`config.mk`:
```
export PLATFORM = sky130hd
export DESIGN_NAME = id_stage_p
export DESIGN_NICKNAME = d
export VERILOG_FILES = /design/src/rtl/id_pkg.sv /design/src/rtl/regfile_p.sv /design/src/rtl/id_stage_p.sv
export SDC_FILE = /design/constraint.sdc
export NUM_CORES = 1
export LEC_CHECK = 0
export BUFFER_PORTS_ARGS = -buffer_cell sky130_fd_sc_hd__buf_2
export CORE_MARGIN = 3
export CORE_UTILIZATION = 35
export CTS_BUF_LIST = sky130_fd_sc_hd__clkbuf_4
export CTS_CLUSTER_SIZE = 10
export DETAILED_ROUTE_END_ITERATION = 7
export HOLD_SLACK_MARGIN = 0.15
export PLACE_DENSITY = 0.68
export SYNTH_ARGS = -nofsm -noshare
export SYNTH_HDL_FRONTEND = slang
export SYNTH_SLANG_ARGS = --single-unit
```
`constraint.sdc`:
```
create_clock -name clock -period 2.1 [get_ports clock]
set_clock_uncertainty 0.05 [all_clocks]
set_input_delay 0.42 -clock clock [delete_from_list [all_inputs] [get_ports clock]]
set_output_delay 0.42 -clock clock [all_outputs]
set_load 0.02 [all_outputs]
```
`src/rtl/id_pkg.sv`:
```
// rtl/id_pkg.sv - opcode values, control bundle and decode helpers for id_stage_p
package id_pkg;

  localparam logic [15:0] OP_NOP   = 16'd0;
  localparam logic [15:0] OP_LOAD  = 16'd1;
  localparam logic [15:0] OP_STORE = 16'd2;
  localparam logic [15:0] OP_ALU   = 16'd3;
  localparam logic [15:0] OP_ADDI  = 16'd4;
  localparam logic [15:0] OP_JMP   = 16'd5;
  localparam logic [15:0] OP_BEQ   = 16'd6;
  localparam logic [15:0] OP_BNE   = 16'd7;
  localparam logic [15:0] OP_IN    = 16'd8;
  localparam logic [15:0] OP_OUT   = 16'd9;

  typedef struct packed {
    logic j;
    logic jc;
    logic ina;
    logic rm;
    logic wm;
    logic sin;
    logic sout;
    logic wrout;
    logic neq;
    logic illegal;
  } ctrl_t;

  // The opcode is zero-extended to 16 bits so one decoder serves any OPW up to 16.
  function automatic ctrl_t decode(input logic [15:0] op);
    ctrl_t c;
    c = '0;
    case (op)
      OP_NOP:   c = '0;
      OP_LOAD:  begin c.rm = 1'b1; c.wrout = 1'b1; end
      OP_STORE: c.wm = 1'b1;
      OP_ALU:   c.wrout = 1'b1;
      OP_ADDI:  begin c.ina = 1'b1; c.wrout = 1'b1; end
      OP_JMP:   c.j = 1'b1;
      OP_BEQ:   c.jc = 1'b1;
      OP_BNE:   begin c.jc = 1'b1; c.neq = 1'b1; end
      OP_IN:    begin c.sin = 1'b1; c.wrout = 1'b1; end
      OP_OUT:   c.sout = 1'b1;
      default:  c.illegal = 1'b1;
    endcase
    return c;
  endfunction

  function automatic logic reads_ra(input logic [15:0] op);
    return !((op == OP_NOP) || (op == OP_JMP) || (op == OP_IN));
  endfunction

endpackage

```
`src/rtl/regfile_p.sv`:
```
// rtl/regfile_p.sv - NREG x DW register file, one write port, one async read port with write bypass
module regfile_p #(
  parameter int DW   = 8,
  parameter int NREG = 4,
  parameter int RW   = $clog2(NREG)
) (
  input  logic          i_clock,
  input  logic          i_reset,
  input  logic          i_we,
  input  logic [RW-1:0] i_waddr,
  input  logic [DW-1:0] i_wdata,
  input  logic [RW-1:0] i_raddr,
  output logic [DW-1:0] o_rdata
);

  logic [DW-1:0] r_mem [NREG];

  always_ff @(posedge i_clock) begin
    if (i_reset) begin
      for (int i = 0; i < NREG; i++) r_mem[i] <= '0;
    end else if (i_we) begin
      r_mem[i_waddr] <= i_wdata;
    end
  end

  // A same-cycle write to the addressed register is forwarded to the reader.
  assign o_rdata = (i_we && (i_waddr == i_raddr)) ? i_wdata : r_mem[i_raddr];

endmodule

```
`src/rtl/id_stage_p.sv`:
```
// rtl/id_stage_p.sv - instruction decode stage with register file, hazard detect and ID/EX register
module id_stage_p
  import id_pkg::*;
#(
  parameter int DW   = 8,
  parameter int NREG = 4,
  parameter int OPW  = 4
) (
  input  logic                    clock,
  input  logic                    reset,
  input  logic                    in_valid,
  input  logic [DW-1:0]           PC,
  input  logic [DW-1:0]           inst,
  input  logic                    wb_we,
  input  logic [$clog2(NREG)-1:0] wb_addr,
  input  logic [DW-1:0]           wb_data,
  input  logic                    stall,
  input  logic                    flush,
  output logic                    ready_out,
  output logic                    hazard_stall,
  output logic                    out_valid,
  output logic [DW-1:0]           PCout,
  output logic [DW-1:0]           regVal,
  output logic [DW-1:0]           extsinal,
  output logic [2:0]              funct,
  output logic [$clog2(NREG)-1:0] rd_out,
  output logic                    J,
  output logic                    JC,
  output logic                    INA,
  output logic                    RM,
  output logic                    WM,
  output logic                    SIN,
  output logic                    SOUT,
  output logic                    WROut,
  output logic                    NEQ,
  output logic                    illegal
);

  localparam int RW   = $clog2(NREG);
  localparam int IMMW = DW - OPW - RW;

  logic [OPW-1:0]  w_op;
  logic [RW-1:0]   w_ra;
  logic [IMMW-1:0] w_imm;
  logic [15:0]     w_op_ext;
  logic [DW-1:0]   w_operand;
  logic [DW-1:0]   w_ext;
  ctrl_t           w_dec;
  logic            w_reads;
  logic            w_hazard;

  logic            r_valid;
  logic [DW-1:0]   r_pc;
  logic [DW-1:0]   r_regval;
  logic [DW-1:0]   r_ext;
  logic [2:0]      r_funct;
  logic [RW-1:0]   r_rd;
  ctrl_t           r_ctrl;

  assign w_op     = inst[DW-1 -: OPW];
  assign w_ra     = inst[IMMW+RW-1 : IMMW];
  assign w_imm    = inst[IMMW-1:0];
  assign w_op_ext = 16'(w_op);
  assign w_dec    = decode(w_op_ext);
  assign w_reads  = reads_ra(w_op_ext);
  assign w_ext    = {{(DW-IMMW){w_imm[IMMW-1]}}, w_imm};

  regfile_p #(
    .DW   (DW),
    .NREG (NREG),
    .RW   (RW)
  ) u_regfile (
    .i_clock (clock),
    .i_reset (reset),
    .i_we    (wb_we),
    .i_waddr (wb_addr),
    .i_wdata (wb_data),
    .i_raddr (w_ra),
    .o_rdata (w_operand)
  );

  // A load sitting in ID/EX cannot forward its data in time to a dependent reader.
  assign w_hazard = in_valid & r_valid & r_ctrl.rm & (r_rd == w_ra) & w_reads;

  assign hazard_stall = w_hazard;
  assign ready_out    = ~stall & ~w_hazard;

  always_ff @(posedge clock) begin
    if (reset) begin
      r_valid  <= 1'b0;
      r_pc     <= '0;
      r_regval <= '0;
      r_ext    <= '0;
      r_funct  <= '0;
      r_rd     <= '0;
      r_ctrl   <= '0;
    end else if (flush) begin
      r_valid <= 1'b0;
      r_ctrl  <= '0;
    end else if (stall) begin
      r_valid <= r_valid;
    end else if (w_hazard || !in_valid) begin
      r_valid <= 1'b0;
      r_ctrl  <= '0;
    end else begin
      r_valid  <= 1'b1;
      r_pc     <= PC;
      r_regval <= w_operand;
      r_ext    <= w_ext;
      r_funct  <= inst[2:0];
      r_rd     <= w_ra;
      r_ctrl   <= w_dec;
    end
  end

  assign out_valid = r_valid;
  assign PCout     = r_pc;
  assign regVal    = r_regval;
  assign extsinal  = r_ext;
  assign funct     = r_funct;
  assign rd_out    = r_rd;
  assign J         = r_ctrl.j;
  assign JC        = r_ctrl.jc;
  assign INA       = r_ctrl.ina;
  assign RM        = r_ctrl.rm;
  assign WM        = r_ctrl.wm;
  assign SIN       = r_ctrl.sin;
  assign SOUT      = r_ctrl.sout;
  assign WROut     = r_ctrl.wrout;
  assign NEQ       = r_ctrl.neq;
  assign illegal   = r_ctrl.illegal;

endmodule

```
Word level (Yosys, flattened, before mapping)
Memories as Yosys holds them, arrays and structs flattened. A register that Yosys moved wholly into a read port is not among the register bits.
Cells that the tools add are included.

storage, ports and cells
  register bits = 26
  bits in writable memories = 32
  word-level logic and storage cells = 67
  memories kept = 1
  output and inout bits = 42

operators by class
  reduce and logical (&&, ||, !) cells = 12
  eq/ne operators = 10
  muxes and demuxes = 20
  bitwise logic cells = 9

memory list
  memory           words  width  read ports  clocked after memory_dff  wr ports  line             RTL
  u_regfile.r_mem  4      8      1           1                         4         regfile_p.sv:16  logic [DW-1:0] r_mem [NREG];

operators with widths
  kind                                                 number
  two-way mux 1 bit                                    17
  equality test 4 x 3 -> 1 bit, second input constant  4
  zero test 16 bit                                     1
  two-way mux 10 bit                                   1
  OR reduction 10 bit                                  1
  equality test 4 x 2 -> 1 bit, second input constant  2
  equality test 4 bit, second input constant           2
  two-way mux 8 bit                                    1
  OR reduction 8 bit                                   1
  bitwise AND 1 bit                                    5
  equality test 4 x 1 -> 1 bit, second input constant  1
  inverter 1 bit                                       4
  OR reduction 2 bit                                   2
  OR reduction 4 bit                                   1
  logical OR 1 bit                                     3
  AND reduction 3 bit                                  1
  equality test 2 bit                                  1
  zero test 1 bit                                      2
  two-way mux 2 bit                                    1

Longest topological paths before layout
  depth in word-level cells = 8
  mapped depth = 7
  gate-level depth less buffers = 5

By module
Synthesis repeated with hierarchy kept, for this count alone.

second synthesis, totals
  cells, all modules = 254
  area, all modules = 3059.2 um2

by module, submodules not included
  module      cells an instance  instances  area each (um2)
  regfile_p   94                 1          1550.2
  id_stage_p  160                1          1508.9

Worst setup path before layout
No wires, ideal clock.

  kind = input to register
  start point = input reset
  end point = memory u_regfile.r_mem[2][0] (enable)
  setup time = 0.310 ns
  stages on the path = 4
  path slack = 0.277 ns
  data arrival time = 1.464 ns
  cell sequence = clkbuf_1 -> nand2b_1 -> nor3b_1 -> or2_2

RTL lines
  item                line              RTL
  start: declaration  id_stage_p.sv:10  input logic reset,
  end: declaration    regfile_p.sv:16

Final worst setup path
  start point = register r_rd[0], in the netlist rd_out[0]
  end point = output ready_out

between the ends
  word-level cells in the longest chain between the ends = 5

RTL lines
  item                            line               RTL
  start: declaration              id_stage_p.sv:57   logic [RW-1:0] r_rd;
  start signal: assignment        id_stage_p.sv:111  r_rd <= w_ra;
  equality test 2 bit             id_stage_p.sv:83   assign w_hazard = in_valid & r_valid & r_ctrl.rm & (r_rd == w_ra) & w_reads;
  bitwise AND 1 bit (2 in a row)  id_stage_p.sv:83
  inverter 1 bit                  id_stage_p.sv:86   assign ready_out = ~stall & ~w_hazard;
  bitwise AND 1 bit               id_stage_p.sv:86
  end: declaration                id_stage_p.sv:19   output logic ready_out,

No other way between the ends.

==> key figures <==
Floorplan
  – Core area: roughly 7800 µm²
  – DIE WIDTH: ~97 µm
  – Area of the die: 9380 µm²
  – Die span in y: 96.8 µm
  – Cell row count: 32
  – I/O pin count: 74
  – Initial Util: 36.8%

Cells and area
  – NumNets Final: 335
  – Post-route insts no fill: slightly above 400
  – Syn-to-layout area delta: 20.3%
  – Final std cell area, no fill: 3470 µm²
  – Diodes inserted: 0
  – Layout cells sized above 1: between 40% and 50%

CTS
  – Max Buffers Root-to-Sink: 2
  – Worst skew pair latency: a little over 0.4 ns
  – CTS tree: done
  – Hold Buf Count CTS: 0
  – Reg clk slew, reported paths: 0.11 ns
  – Num CTS Buffers: 9
  – TritonCTS Sinks: 63
  – Post-CTS Setup Bufs: 0
  – Number of H-tree levels: 3
  – Clk root buf: clkbuf_4
  – PostCTS Resize Cnt: 0

Hold path
  – HP Start: PC[0]
  – HP Class: in -> reg
  – Hold-critical path depth: 3

Placement
  – Gpl congestion: around 0.76
  – Dpl cell area: 3320 µm²
  – Placed insts: 394
  – Port bufs: 73
  – Dpl hpwl: around 4.3 mm

Route
  – Vias per cell: 4.75
  – DR vias: roughly 2000
  – DRT iter0 DRCs: 76
  – Antenna Nets Post-Route: 0
  – Routed WL: 6.03 mm
  – Drt drc: 0
  – TritonRoute pass-1 iters: 4
  – Drt wl/cell: 14.7 µm

Logic synthesis
  – Syn. warnings: 0
  – Xor/xnor share of the synthesized area: under 10%
  – Yosys top cell area share: 33.3%
  – Compound-Gate Fraction of Synth Area: 9.01%
  – Largest family of logic cells by synthesized area: simple AND/OR/NAND/NOR gates
  – Synth Area in Adders: 0%
  – Most common cell in the netlist: and2_1
  – Post-Synthesis Cells: 227
  – Simple-gate portion of the synthesized area: 16.6%
  – Post-synth cell types: 36
  – Multiplexer share of the synthesized area: 13.2%
  – Commonest cells post-synth: and2_1 (34), edfxtp_1 (32), dfxtp_1 (31)
  – Synthesized area: 2890 µm²
  – Post-synth ARST share: 0%
  – Seq cells post-synth: 63
  – Post-synth top area cell: edfxtp_1
  – Top FF cell, synth: edfxtp_1
  – Synthesized net count: 259
  – Syn Area/Cell: 12.7 µm²
  – Post-synth EDFFs: 32
  – Synth area leaders: edfxtp_1 (33%), dfxtp_1 (21%), and2_1 (7.4%), mux2i_1 (6.9%), mux4_2 (6.2%)
  – Sequential cell area fraction in the yosys report: 54.8%

Timing
  – Final setup fails: 0
  – Worst-Margin Slew: 0.416 ns
  – Final hold vios: 0
  – Slew margin rel.: about 70%
  – Max Slew Vio Count: 0
  – Final Hold Slack: 0.195 ns
  – Fmax: between 500 and 600 MHz
  – Final Critical Period: 1.91 ns
  – Crit share post-route: 90.9%
  – RSZ-0062 raised after global routing: false
  – Setup TNS: 0 ns

Global routing
  – Vias in the first global route: 1944
  – Grt total ovfl: 0
  – First-pass GRT wire length: 9.88 mm
  – Largest net degree at the start of global routing: 29
  – GRT Overall Usage: 13.3%
  – Antenna violations before repair: 0

Setup path
  – Path type of the worst setup path: reg -> out
  – Register-to-Register Path Depth: 5
  – CP endpoint kind: output port
  – Reg2reg start: rd_out[0]
  – Crit path from: rd_out[0]
  – Arr. time, crit path: ~1.4 ns
  – Critical-path maximum fanout: 4
  – Worst path required time: 1.63 ns
  – Worst setup SP type: flop
  – Reg2Reg Setup Slack: ~0.53 ns

Outcome
  – Status: completed

Pwr
  – P_leak: 0.00141 µW
  – Pwr dens: between 700 and 800 nW/µm²
  – Peak supply drop: around 0.28 mV

Job
  – Max-cap violation count: 0
-- per-layer routing --
| metal | GRT usage [%] | part of all wire [%] |
|---|---|---|
| met1 | 17.0 | 45 |
| met3 | 2.96 | 5.3 |
| met4 | 7.56 | 2.8 |
| met5 | 0 | 0 |
| met2 | 20.8 | 47 |
-- per-stage QoR --
step           total power, µW  utilization, %  worst slack, ns
6_report                  2610            44.3            0.191
5_1_grt                   2720            44.3           0.0601
4_1_cts                   2650            44.3            0.153
3_5_place_dp              1720            42.3            0.126
3_3_place_gp              1720            42.3            0.160
2_1_floorplan             1610               -            0.277
-- cell usage in the layout, fill, tap and decap left out, drive strengths merged --
cell,n
o2111ai,1
nor3b,2
a32oi,1
nor4b,1
edfxtp,32
nand2,5
nand3,1
buf,83
a21oi,1
o211ai,1
mux2i,20
bufinv,2
nor2b,4
a211oi,9
nand3b,1
nand2b,2
a22o,3
clkinv,3
a21boi,1
and2b,1
a31o,1
inv,1
and3,1
o21ai,5
nor3,4
a32o,4
clkinvlp,2
mux4,8
and2,34
clkbuf,9
o211a,1
dfxtp,31
xnor2,4
nor2,26
or2,3
-- flip-flops by register name, summed over array words and instances, names as in the netlist --
name	cells
J	1
WM	1
SOUT	1
NEQ	1
regVal	8
WROut	1
SIN	1
PCout	8
extsinal	1
RM	1
INA	1
rd_out	2
illegal	1
u_regfile.r_mem	32
funct	1
JC	1
out_valid	1
-- cell families (layout without fill, tap and decap cells) --
kind of cell,after synthesis,in the layout
xor gates and xnor gates,4,4
and+or+nand+nor,85,85
muxes,28,28
DFF,63,63
AOI/OAI and AO/OA,28,28
buffers and inverters,19,100
-- worst paths after layout --
check | endpoint
setup / recovery | ready_out
hold / removal | PCout[0]
setup reg to reg | JC
hold reg to reg | illegal
-- final cells by class --
type	count	area [µm²]
flip-flops and latches	63	1580
well taps	102	128
fillers	757	4370
clock buffers	9	67.6
repair buffers	83	453
multi-input cells	145	1150
clock inverters	7	87.6
inverters	1	3.75
-- critical path: stages (launching register included) --
cell,delay [ns]
dfxtp_1,0.41
xnor2_1,0.14
nand3_1,0.14
nor2_1,0.15
nor2_1,0.06
buf_2,0.15
-- where the power goes --
group | leakage, µW | switching (µW) | internal, µW | total, µW
Combinational | 0.000774 | 175 | 136 | 311
Sequential | 0.000563 | 21.9 | 1360 | 1380
Clock | 0.0000770 | 451 | 473 | 924
Total | 0.00141 | 648 | 1970 | 2610
Note: power is estimated with default switching activity, not from simulation.
